**config.mk**
```make
export PLATFORM = sky130hd
export DESIGN_NAME = cru_master
export DESIGN_NICKNAME = d
export VERILOG_FILES = /design/src/rtl/cru_master.sv
export SDC_FILE = /design/constraint.sdc
export NUM_CORES = 1
export LEC_CHECK = 0
export BUFFER_PORTS_ARGS = -buffer_cell sky130_fd_sc_hd__buf_2
export CAP_MARGIN = 10
export CORE_ASPECT_RATIO = 2
export CORE_MARGIN = 2
export CORE_UTILIZATION = 35
export CTS_CLUSTER_SIZE = 25
export DETAILED_ROUTE_END_ITERATION = 10
export MAX_ROUTING_LAYER = met4
export PLACE_DENSITY = 0.63
export SETUP_SLACK_MARGIN = 0.2
export SLEW_MARGIN = 20
export SYNTH_ARGS = -nofsm -noshare
export SYNTH_HDL_FRONTEND = slang
export SYNTH_SLANG_ARGS = --single-unit
export TNS_END_PERCENT = 5
```
**constraint.sdc**
```tcl
create_clock -name clk -period 5.58 [get_ports clk]
set_input_delay 0.279 -clock clk [delete_from_list [all_inputs] [get_ports clk]]
set_output_delay 0.279 -clock clk [all_outputs]
set_load 0.01 [all_outputs]
```
**src/rtl/cru_master.sv**
```systemverilog
// CRU bus master: runs SBO/SBZ/LDCR/STCR as serial bit transfers on the TI CRU interface.
// Every bit goes through SETUP, then STROBE (writes) or SAMPLE (STCR), then a one-cycle HOLD.
module cru_master #(
  parameter int unsigned SETUP_CYC  = 1,
  parameter int unsigned STROBE_CYC = 2
) (
  input  logic        clk,
  input  logic        reset_n,
  input  logic        start,
  input  logic [0:1]  op,
  input  logic [0:11] cru_addr,
  input  logic [0:3]  count,
  input  logic [0:15] wdata,
  output logic [0:15] rdata,
  output logic        busy,
  output logic        done,
  output logic [0:14] ti_addr,
  output logic        ti_memen,
  output logic        ti_cru_out,
  output logic        ti_cru_clk,
  output logic        ti_ph3,
  input  logic        ti_cru_in
);

  typedef enum logic [2:0] {
    StIdle,
    StSetup,
    StStrobe,
    StSample,
    StHold,
    StDone
  } state_e;

  localparam logic [1:0] OpSbo  = 2'b00;
  localparam logic [1:0] OpSbz  = 2'b01;
  localparam logic [1:0] OpLdcr = 2'b10;
  localparam logic [1:0] OpStcr = 2'b11;

  localparam logic [3:0] SetupLast  = 4'(SETUP_CYC - 1);
  localparam logic [3:0] StrobeLast = 4'(STROBE_CYC - 1);

  state_e      state_q, state_d;
  logic [1:0]  op_q, op_d;
  logic [11:0] addr_q, addr_d;
  logic [4:0]  n_q, n_d;
  logic [4:0]  k_q, k_d;
  logic [3:0]  cyc_q, cyc_d;
  logic [15:0] shift_q, shift_d;
  logic [15:0] rdata_q, rdata_d;
  logic        cru_out_q, cru_out_d;
  logic        cru_clk_q, cru_clk_d;

  logic        accept;
  logic [1:0]  op_in;
  logic [15:0] wdata_in;

  assign op_in    = op;
  assign wdata_in = wdata;

  // Write-data value for one bit; STCR drives 0.
  function automatic logic out_bit(input logic [1:0] o, input logic b);
    logic r;
    r = 1'b0;
    unique case (o)
      OpSbo:   r = 1'b1;
      OpSbz:   r = 1'b0;
      OpLdcr:  r = b;
      default: r = 1'b0;
    endcase
    return r;
  endfunction

  always_comb begin
    state_d   = state_q;
    op_d      = op_q;
    addr_d    = addr_q;
    n_d       = n_q;
    k_d       = k_q;
    cyc_d     = cyc_q;
    shift_d   = shift_q;
    rdata_d   = rdata_q;
    cru_out_d = cru_out_q;
    accept    = 1'b0;
    done      = 1'b0;

    unique case (state_q)
      StIdle: begin
        if (start) accept = 1'b1;
      end
      StSetup: begin
        if (cyc_q == SetupLast) begin
          cyc_d   = 4'd0;
          state_d = (op_q == OpStcr) ? StSample : StStrobe;
        end else begin
          cyc_d = cyc_q + 4'd1;
        end
      end
      StStrobe: begin
        if (cyc_q == StrobeLast) begin
          cyc_d   = 4'd0;
          state_d = StHold;
        end else begin
          cyc_d = cyc_q + 4'd1;
        end
      end
      StSample: begin
        if (cyc_q == StrobeLast) begin
          cyc_d             = 4'd0;
          rdata_d[k_q[3:0]] = ti_cru_in;
          state_d           = StHold;
        end else begin
          cyc_d = cyc_q + 4'd1;
        end
      end
      StHold: begin
        if ((k_q + 5'd1) < n_q) begin
          k_d       = k_q + 5'd1;
          addr_d    = addr_q + 12'd1;
          shift_d   = shift_q >> 1;
          cru_out_d = out_bit(op_q, shift_d[0]);
          state_d   = StSetup;
        end else begin
          state_d = StDone;
        end
      end
      StDone: begin
        done = 1'b1;
        if (start) accept = 1'b1;
        else state_d = StIdle;
      end
      default: state_d = StIdle;
    endcase

    if (accept) begin
      op_d      = op_in;
      addr_d    = cru_addr;
      k_d       = 5'd0;
      cyc_d     = 4'd0;
      shift_d   = wdata_in;
      cru_out_d = out_bit(op_in, wdata_in[0]);
      if (op_in == OpSbo || op_in == OpSbz) n_d = 5'd1;
      else if (count == 4'd0)               n_d = 5'd16;
      else                                  n_d = {1'b0, count};
      if (op_in == OpStcr) rdata_d = 16'h0000;
      state_d = StSetup;
    end

    // Strobe is registered from the next state so it never overlaps an address/data change.
    cru_clk_d = (state_d == StStrobe);
  end

  always_ff @(posedge clk or negedge reset_n) begin
    if (!reset_n) begin
      state_q   <= StIdle;
      op_q      <= 2'b00;
      addr_q    <= 12'h000;
      n_q       <= 5'd0;
      k_q       <= 5'd0;
      cyc_q     <= 4'd0;
      shift_q   <= 16'h0000;
      rdata_q   <= 16'h0000;
      cru_out_q <= 1'b0;
      cru_clk_q <= 1'b0;
    end else begin
      state_q   <= state_d;
      op_q      <= op_d;
      addr_q    <= addr_d;
      n_q       <= n_d;
      k_q       <= k_d;
      cyc_q     <= cyc_d;
      shift_q   <= shift_d;
      rdata_q   <= rdata_d;
      cru_out_q <= cru_out_d;
      cru_clk_q <= cru_clk_d;
    end
  end

  assign busy       = (state_q == StSetup) || (state_q == StStrobe) ||
                      (state_q == StSample) || (state_q == StHold);
  assign rdata      = rdata_q;
  assign ti_addr    = {3'b000, addr_q};
  assign ti_memen   = 1'b1;
  assign ti_cru_out = cru_out_q;
  assign ti_cru_clk = cru_clk_q;
  assign ti_ph3     = cru_clk_q;

endmodule

```
==> out/qor.csv, run 1 <==
metric,value,unit
cts_resized,0,
synth_compound_area_share,15.04,%
grt-ovfl-total,0,
wl,8.476,mm
ios,75,
synth_area,3511,µm²
status,completed,
synth_top_family_by_area,simple AND/OR/NAND/NOR gates,
coreArea,9763,µm²
hpwl,6.094,mm
cp_data_arrival_time,3.06,ns
skew,0.007273,ns
dp_slack,2.721,ns
routabilityCongestion,0.8295,
synth-xor-area-share,2.744,%
die_w,74.82,µm
fin_nets,474,
drt-initial-drc-count,157,
leakage,2.016,nW
critPathCaptureType,flop,
setup-violations-final,0,
setup_tns,0,ns
synthFlopType,dfrtp_1,
vias,2825,
r2r_slack,2.73,ns
syn_to_final_growth,19.81,%
path_clk_slew,0.05,ns
final_util,43.09,%
ys_ff_latch,64,
cts.sinks,64,
num_antenna_cells,0,
synth-edff-count,0,
worstSetupStartpointType,flop,
power_density,259.1,nW/µm²
yosysWarnings,0,
die_h,145.6,µm
max_freq,350.4,MHz
synth_top_area_share,45.62,%
hold_viol,0,
avgSynthCellArea,9.645,µm²
drv_slew,0,
yosys.cell_count.top_type,dfrtp_1,
drc,0,
root_buffer,clkbuf_16,
grt_pass1_vias,2869,
hp-class,primary input to async pin,
drive_above_1_share,24.24,%
clock_latency,0.33,ns
clk_path_buf_depth,2,
grt_pass1_wl,14.15,mm
synth_cell_types,55,
fin_crit_sh,51.15,%
netlist_top_cells_area,"dfrtp_1 46%, mux2i_1 4.8%, nand2_1 4.7%",
avgRoutedWirePerCell,15.11,µm
yosys-top-cells-count,"64 x dfrtp_1, 44 x nand2_1, 32 x nor2_1",
vdd_drop_max,0.1789,mV
grt_use_total,17.17,%
slew_headroom,42.03,%
synthMuxAreaShare,5.488,%
max-cap-violations,0,
cts_made_buffers,9,
synth_fa_ha_area_share,4.277,%
dieArea,10900,µm²
antenna_found_initial,0,
setup_slack,2.726,ns
async_reset_ff_share,100.0,%
synth_seq_area_share,45.62,%
start_util,35.96,%
cts_htree_levels,3,
postRouteAntennaNets,0,
io_buffers,70,
period_needed,2.854,ns
vias_per_cell,5.036,
drt_pass1_iterations,4,
max_slew.worst_pin.slew,0.8695,ns
grt_max_degree,65,
synthCells,364,
synth_top_cell_by_area,dfrtp_1,
worstSetupPathType,flop to flop,
crit_fanout,24,
post-cts-setup-buffers,0,
cts_hold_buf,0,
cts_tree,built,
synth-simple-area-share,20.53,%
rsz0062_at_grt,false,
rows,51,
critPathRequiredTime,5.79,ns
==> layout by cell type (no fill, tap or decap), types with 2 or more instances in the layout <==
cell type / Yosys / final
a211o_1: 3 / 3
a211oi_2: 2 / 2
a21oi_1: 12 / 12
a221o_1: 13 / 13
a22o_1: 2 / 2
a31oi_1: 2 / 2
and2_1: 3 / 3
and3_1: 16 / 16
buf_2: 9 / 70
buf_4: 5 / 3
clkbuf_16: 0 / 9
clkinvlp_4: 0 / 4
conb_1: 2 / 4
dfrtp_1: 64 / 64
ha_1: 12 / 12
inv_1: 15 / 15
mux2_2: 2 / 2
mux2i_1: 17 / 17
nand2_1: 44 / 44
nand2b_1: 3 / 3
nand3_1: 16 / 16
nor2_1: 32 / 32
nor2b_1: 7 / 7
nor3_1: 8 / 8
o211ai_1: 5 / 5
o21ai_0: 12 / 12
o21ai_1: 6 / 6
o21ai_2: 2 / 2
or3_1: 4 / 4
xnor2_1: 6 / 6
xor2_1: 5 / 5
==> worst paths after layout <==
| check | depth (start not counted) | startpoint | end |
|---|---|---|---|
| max in group asynchronous | 2 | reset_n | rdata[8] |
| min in group clk | 3 | cru_addr[8] | addr_q[3] |
| worst min-delay path | 2 | reset_n | shift_q[10] |
| worst min register to register | 1 | shift_q[7] | shift_q[6] |
| worst max-delay path | 9 | k_q[0] | shift_q[11] |
| worst max register to register | 9 | k_q[0] | shift_q[11] |
==> power breakdown <==
group	internal [mW]	total, mW	switching [mW]	leakage, nW
Sequential	0.470	0.474	0.00336	0.781
Combinational	0.0174	0.0438	0.0263	1.10
Clock	0.358	0.572	0.214	0.137
Total	0.846	1.09	0.244	2.02
==> worst max-delay path: stages, from the launching register on <==
cell,delay (ns)
dfrtp_1,0.46
ha_1,0.28
nand3_1,0.14
xnor2_1,0.17
ha_1,0.31
a211o_1,0.35
nor2_1,0.17
o21ai_2,0.28
and3_1,0.29
a221o_1,0.27
==> logic make-up (layout without fill, tap and decap cells) <==
kind of cell	Yosys count	count (layout)
and+or+nand+nor	146	146
AOI/OAI and AO/OA	69	69
DFF	64	64
buffers and inverters	41	104
muxes	19	19
adders and majority gates	12	12
xor gates and xnor gates	11	11
other	2	4
==> cell type report <==
cell class | count | area (µm²)
well taps | 132 | 165.2
flip-flops and latches | 64 | 1602
multi-input cells | 261 | 1703
repair buffers | 73 | 372.9
clock inverters | 6 | 68.82
fillers | 969 | 5557
clock buffers | 10 | 239.0
inverters | 15 | 56.30
==> routing by layer <==
metal	routed length, µm	vias up	global-route usage [%]
met5	0	-	-
met4	208	0	7.857
met3	264	14	3.116
met2	4576	61	27.24
met1	3427	1364	20.62
li1	-	1386	-
==> flip-flops by register name, indices dropped and copies added (netlist names) <==
register / cells
addr_q: 12
cyc_q: 4
k_q: 5
n_q: 5
op_q: 2
rdata: 16
shift_q: 15
state_q: 3
ti_cru_clk: 1
ti_cru_out: 1
==> stage by stage <==
step	hold slack, ns	cells	power (mW)	cell area, µm²
after floorplan	-0.01659	366	0.4950	3518
after global placement	0.4779	545	0.5262	3899
after detailed placement	0.4868	545	0.5273	3899
after CTS	0.1505	561	1.100	4207
after global routing	0.1716	561	1.126	4207
final	0.1169	561	1.090	4207
Note: power is estimated with default switching activity, not from simulation.
==> run 2: changes to the inputs <==
- PLACE_DENSITY: 0.63 -> 0.65
- clock period: 5.58 -> 2.4 ns (I/O delays scaled with it)
==> run 2 against run 1 <==
  * The flow now finishes with violations (setup timing)
  * Via count increased by 5.6%
  * Worst setup slack got worse by 2.8 ns
  * Combinational power increased by 140%
  * Global-route usage increased by 0.69 points
  * Total power increased by 140%
  * Non-clock buffer count increased by 22
  * Critical path type unchanged
  * Register-to-register slack got worse by 2.8 ns
  * Sequential power increased by 130%
  * Clock power increased by 150%
  * Wire length increased by 1.4%
==> out/qor.csv, run 2 (synthesis results as in run 1) <==
metric,value,unit,change
r2r-start,k_q[1],,
final_common_cell,buf_2,,
hold_depth,3,,
skew,0.004789,ns,-0.002484 ns
status,"complete, but fails checks",,
fin_cells,583,,+3.9%
ios,75,,unchanged
cts.sinks,64,,unchanged
rsz0062_at_grt,true,,
clock_latency,0.33,ns,about the same
hp-start,cru_addr[8],,
r2r_slack,-0.09,ns,-2.82 ns
drv_slew,0,,unchanged
largest_register_ffs,16,,unchanged
drt-initial-drc-count,124,,-21%
drt_pass1_iterations,4,,unchanged
cts_tree,built,,
syn_to_final_growth,28.12,%,
grt_pass1_vias,3092,,+7.8%
die_h,145.6,µm,unchanged
clockPowerShare,53.9,%,+1.4 points
vdd_drop_max,0.4984,mV,+180%
vias,2982,,+5.6%
grt-ovfl-total,0,,unchanged
place_area,4098,µm²,+5.1%
switching_share,20.72,%,-1.7 points
final_cell_mix,"70 x buf_2, 63 x dfrtp_1, 42 x nand2_1, 31 x nor2_1, 18 x buf_4",,
dpl.cell_count,565,,+3.7%
final_util,46.07,%,+3.0 points
wl,8.593,mm,+1.4%
critical-path-max-stage-delay,0.41,ns,-0.05 ns
hp-class,primary input to flop,,
max-cap-violations,0,,unchanged
period_needed,2.492,ns,-0.3615 ns
reg2reg_to,k_q[0],,
postRouteAntennaNets,0,,unchanged
worstSetupStartpointType,flop,,
grt_max_degree,40,,-38%
num_antenna_cells,0,,unchanged
holdPathEnd,addr_q[3],,
critPathRequiredTime,2.60,ns,-3.19 ns
reg2regPathDepth,11,,+2
setup-violations-final,19,,+19
timing.critical_path.mode_cell,xnor2_1,,
start_util,35.96,%,unchanged
crit_fanout,19,,-21%
routabilityCongestion,0.8043,,-3.0%
dp_slack,-0.1216,ns,-2.843 ns
grt_use_total,17.86,%,+0.69 points
drc,0,,unchanged
leakage,2.156,nW,+7.0%
die_w,74.82,µm,unchanged
violations,setup timing,,
fin_nets,496,,+4.6%
path_clk_slew,0.06,ns,about the same
critPathCaptureType,flop,,
grt_pass1_wl,14.79,mm,+4.6%
p_int,2.073,mW,+150%
cp_data_arrival_time,2.70,ns,-0.36 ns
max_slew.worst_pin.slew,0.6961,ns,-0.1734 ns
hpwl,6.328,mm,+3.8%
cts_made_buffers,9,,unchanged
antenna_found_initial,0,,unchanged
slew_headroom,53.59,%,+12 points
coreArea,9763,µm²,unchanged
root_buffer,clkbuf_16,,
path_cells,ha_4 > nand3_2 > xnor2_1 > ha_1 > a211o_1 > buf_4 > or2_4 > a21oi_4 > buf_12 > xnor2_1 > nor2_1,,
vias_per_cell,5.115,,+1.6%
worstSetupPathType,flop to flop,,
io_buffers,70,,unchanged
setup_slack,-0.09242,ns,-2.818 ns
clk_path_buf_depth,2,,unchanged
cts_htree_levels,3,,unchanged
avgRoutedWirePerCell,14.74,µm,-2.4%
sequentialPowerShare,42.1,%,-1.4 points
finalPower,2.614,mW,+140%
hold_viol,0,,unchanged
fin_crit_sh,103.9,%,+53 points
power_density,581.2,nW/µm²,+120%
max_freq,401.2,MHz,+15%
crit_slowest_cell,dfrtp_1,,
rows,51,,unchanged
design_area,4498,µm²,+6.9%
power.net_switching,541.7,µW,+120%
dieArea,10900,µm²,unchanged
comb_power_share,4.0,%,about the same
drive_above_1_share,29.93,%,+5.7 points
[run 2: cell types whose count changed in the layout (fill, tap and decap cells not counted), moves of 2 or more]
cell / previous run / this run
clkinvlp_4: 4 / 2
ha_4: 0 / 2
buf_6: 0 / 4
nand2_1: 44 / 42
nand2_2: 1 / 3
buf_12: 0 / 2
ha_1: 12 / 10
buf_4: 3 / 18
[run 2: through the flow]
stage               TNS, ns  hold WS [ns]
floorplan                 0       -0.1756
finish              -0.7419      0.006586
detailed placement   -1.424        0.2098
global placement    -0.2728        0.2003
global route         -4.895       0.02091
CTS                 -0.9486      0.001514
[run 2: final cells by class]
| class | instances | area (µm²) |
|---|---|---|
| fill | 943 | 5265 |
| multi-input combinational | 261 | 1770 |
| sequential | 64 | 1603 |
| timing repair buffer | 95 | 580.6 |
| clock buffer | 11 | 242.7 |
| tap | 132 | 165.2 |
| clock inverter | 5 | 80.08 |
| inverter | 15 | 56.30 |
[run 2: power groups by stage]
stage               sequential [mW]  clock, mW  combinational, mW
CTS                            1.10       1.43              0.107
global route                   1.10       1.48              0.119
finish                         1.10       1.41              0.104
floorplan                      1.13          0             0.0245
detailed placement             1.12          0              0.106
global placement               1.12          0              0.104
[run 2: worst max-delay path by stage]
stage	cells after the start	slack [ns]	to	startpoint
final	11	-0.09	k_q[0]	k_q[1]
after global routing	11	-0.25	shift_q[1]	k_q[1]
after CTS	11	-0.10	k_q[0]	k_q[1]
after detailed placement	8	-0.12	ti_cru_out	k_q[1]
after global placement	8	-0.07	ti_cru_out	k_q[0]
after floorplan	9	0.04	addr_q[5]	k_q[1]
[run 2: worst max-delay path, delay by kind of cell, from the launching register on]
kind / cells / cell delay, ns
adder cells (fa/ha/maj): 2 / 0.50
AO/OA/AOI/OAI: 2 / 0.48
flip-flops: 1 / 0.41
AND/OR/NAND/NOR: 3 / 0.38
buffers and inverters: 2 / 0.33
XOR/XNOR: 2 / 0.27
[run 2: routing by layer]
layer | GRT usage, % | up-vias | share of wire (%)
li1 | - | 1427 | -
met1 | 20.49 | 1479 | 39
met2 | 29.87 | 60 | 55
met3 | 2.978 | 16 | 2.9
met4 | 7.321 | 0 | 2.5
met5 | - | - | 0
[run 2: what timing repair did]
| item | 4_1_cts | 5_1_grt |
|---|---|---|
| resized for setup | 13 | 1 |
| pin swaps | 13 | 2 |
| hold buffers | 1 | 0 |
| gates cloned | 0 | 0 |
| buffers inserted | 0 | 1 |
| endpoints found under the setup margin | 33 | 34 |
| endpoints found under the hold margin | 27 | 0 |
==> run 3: changes to the inputs <==
- CORE_ASPECT_RATIO: 2 -> 1.4
==> run 3 against run 2 <==
  * The flow still finishes with violations (setup timing)
  * Hold slack improved by 0.0064 ns
  * Utilization decreased by 0.26 points
  * First-iteration DRC count increased by 28%
  * Global-route usage decreased by 0.24 points
  * Cell count increased by 1.0%
  * Count of clock-buffer cells in the layout decreased by 1
  * Clock skew increased by 0.0024 ns
  * Sequential cell count unchanged
  * Final area increased by 0.28%
  * Non-clock buffer count increased by 3
  * Sequential share of layout area decreased by 0.099 points
  * Fmax increased by 1.5%
  * Critical path type unchanged
==> out/qor.csv, run 3 (synthesis results as in run 1) <==
metric,value,unit,change
violations,setup timing,,
path_clk_slew,0.06,ns,about the same
grt-ovfl-total,0,,unchanged
avgRoutedWirePerCell,14.58,µm,-1.1%
status,"complete, but fails checks",,
cp_data_arrival_time,2.73,ns,+0.03 ns
num_antenna_cells,0,,unchanged
cts_tree,built,,
holdPathEnd,addr_q[0],,
max_slew.worst_pin.slew,0.4930,ns,-0.2030 ns
final_util,45.81,%,-0.26 points
fillers,950,,+0.74%
power_density,574.0,nW/µm²,-1.2%
final_cell_mix,"70 x buf_2, 63 x dfrtp_1, 42 x nand2_1, 31 x nor2_1",,
path_cells,ha_4 > buf_4 > xor2_1 > ha_1 > nand2_2 > o21a_1 > o211ai_1 > buf_4 > mux2_4 > nand2_2,,
drive_above_1_share,29.07,%,-0.86 points
wl,8.585,mm,about the same
power.net_switching,541.7,µW,about the same
critPathCaptureType,flop,,
crit_fanout,5,,-14
setup-violations-final,17,,-2
io_buffers,70,,unchanged
crit_slowest_cell,dfrtp_2,,
clockPowerShare,53.1,%,-0.8 points
grt_max_degree,65,,+63%
critical-path-max-stage-delay,0.43,ns,+0.02 ns
ios,75,,unchanged
largest_register_ffs,16,,unchanged
drv_slew,0,,unchanged
rows,43,,-16%
antenna_found_initial,0,,unchanged
postRouteAntennaNets,0,,unchanged
r2r-start,k_q[0],,
hp-class,primary input to flop,,
fin_cells,589,,+1.0%
skew,0.007227,ns,+0.002438 ns
setup_tns,-0.3343,ns,+0.4077 ns
dpl.cell_count,566,,+0.18%
r2r_slack,-0.06,ns,+0.04 ns
syn_to_final_growth,28.47,%,
period_needed,2.455,ns,-0.03718 ns
max_freq,407.3,MHz,+1.5%
grt_pass1_wl,14.40,mm,-2.7%
seqCellArea,1603,µm²,unchanged
hpwl,5.985,mm,-5.4%
grt_pass1_vias,3112,,+0.65%
sequentialPowerShare,42.5,%,+0.4 points
comb_power_share,4.3,%,+0.3 points
drc,0,,unchanged
dieArea,10860,µm²,-0.34%
die_h,122.5,µm,-16%
switching_share,20.92,%,+0.20 points
coreArea,9846,µm²,+0.85%
worstSetupPathType,flop to flop,,
fin_nets,499,,+0.60%
clk_path_buf_depth,2,,unchanged
leakage,2.178,nW,+1.0%
routabilityCongestion,0.7876,,-2.1%
final_common_cell,buf_2,,
worstSetupStartpointType,flop,,
start_util,35.66,%,-0.30 points
clock_latency,0.34,ns,about the same
cts.sinks,64,,unchanged
p_int,2.047,mW,-1.2%
reg2regPathDepth,10,,-1
reg2reg_to,addr_q[6],,
cts_htree_levels,3,,unchanged
hp-start,cru_addr[11],,
cts_made_buffers,9,,unchanged
vias,2975,,-0.23%
setup_slack,-0.05525,ns,+0.03718 ns
drt_pass1_iterations,4,,unchanged
vdd_drop_max,0.3445,mV,-31%
max-cap-violations,0,,unchanged
critPathRequiredTime,2.67,ns,+0.07 ns
drt-initial-drc-count,159,,+28%
slew_headroom,66.88,%,+13 points
rsz0062_at_grt,true,,
hold_viol,0,,unchanged
hold_depth,3,,unchanged
multi_input_area,1749,µm²,-1.2%
fin_crit_sh,102.3,%,-1.5 points
grt_use_total,17.61,%,-0.24 points
vias_per_cell,5.051,,-1.3%
die_w,88.65,µm,+18%
root_buffer,clkbuf_16,,
==> run 3: cell count changes in the layout (fill, tap and decap cells not counted), moves of 2 or more <==
cell / delta
buf_6: -2
clkinv_2: +2
dlygate4sd3_1: +5
clkinvlp_4: -2
==> run 3: per-layer routing <==
metal / vias to the layer above / global-route usage [%] / wire length [µm]
met5: - / - / 0
met4: 0 / 7.576 / 112
met3: 8 / 3.564 / 250
met2: 54 / 29.52 / 4569
met1: 1475 / 20.17 / 3652
li1: 1438 / - / -
==> run 3: how the worst max path moves through the flow <==
stage,from,endpoint,cells past startpoint
after CTS,k_q[0],addr_q[6],10
after global placement,k_q[0],addr_q[6],10
after detailed placement,k_q[1],addr_q[10],10
after floorplan,k_q[1],addr_q[5],9
after global routing,k_q[0],addr_q[10],10
final,k_q[0],addr_q[6],10
==> run 3: what timing repair did <==
action                                  4_1_cts  5_1_grt
resized for setup                             2        7
buffers inserted                              1        0
pin swaps                                     6        9
endpoints found under the setup margin       33       35
hold buffers                                  6        0
hold endpoints to repair                     69        0
==> run 3: stage by stage <==
step / hold WS (ns) / power [mW] / area (µm²) / worst slack [ns]
finish: 0.01297 / 2.589 / 4511 / -0.05525
global route: 0.01491 / 2.680 / 4511 / -0.2117
CTS: 0.007220 / 2.632 / 4486 / -0.03027
detailed placement: 0.1626 / 1.228 / 4099 / -0.03366
global placement: 0.1625 / 1.226 / 4099 / 0.01295
floorplan: -0.1756 / 1.151 / 3545 / 0.03845
==> run 3: worst max-delay path: cells and delay by family (launching register included) <==
family	cells	cell delay, ns
compound gates	2	0.57
xor+xnor	1	0.14
fa+ha+maj	2	0.50
buf+inv	2	0.33
flops	1	0.43
mux	1	0.30
simple gates	2	0.12
==> run 3: layout make-up <==
type	instances	area share, %
Clock inverter	6	1.859
Multi-Input combinational cell	261	38.78
Tap cell	135	3.745
Inverter	15	1.248
Timing Repair Buffer	98	13.76
Clock buffer	10	5.076
Sequential cell	64	35.53
==> run 3: power groups by stage <==
stage               clock network (mW)  logic, mW  registers (mW)
CTS                               1.41      0.115            1.10
global placement                     0      0.106            1.12
global route                      1.45      0.127            1.10
floorplan                            0     0.0245            1.13
detailed placement                   0      0.107            1.12
finish                            1.38      0.112            1.10
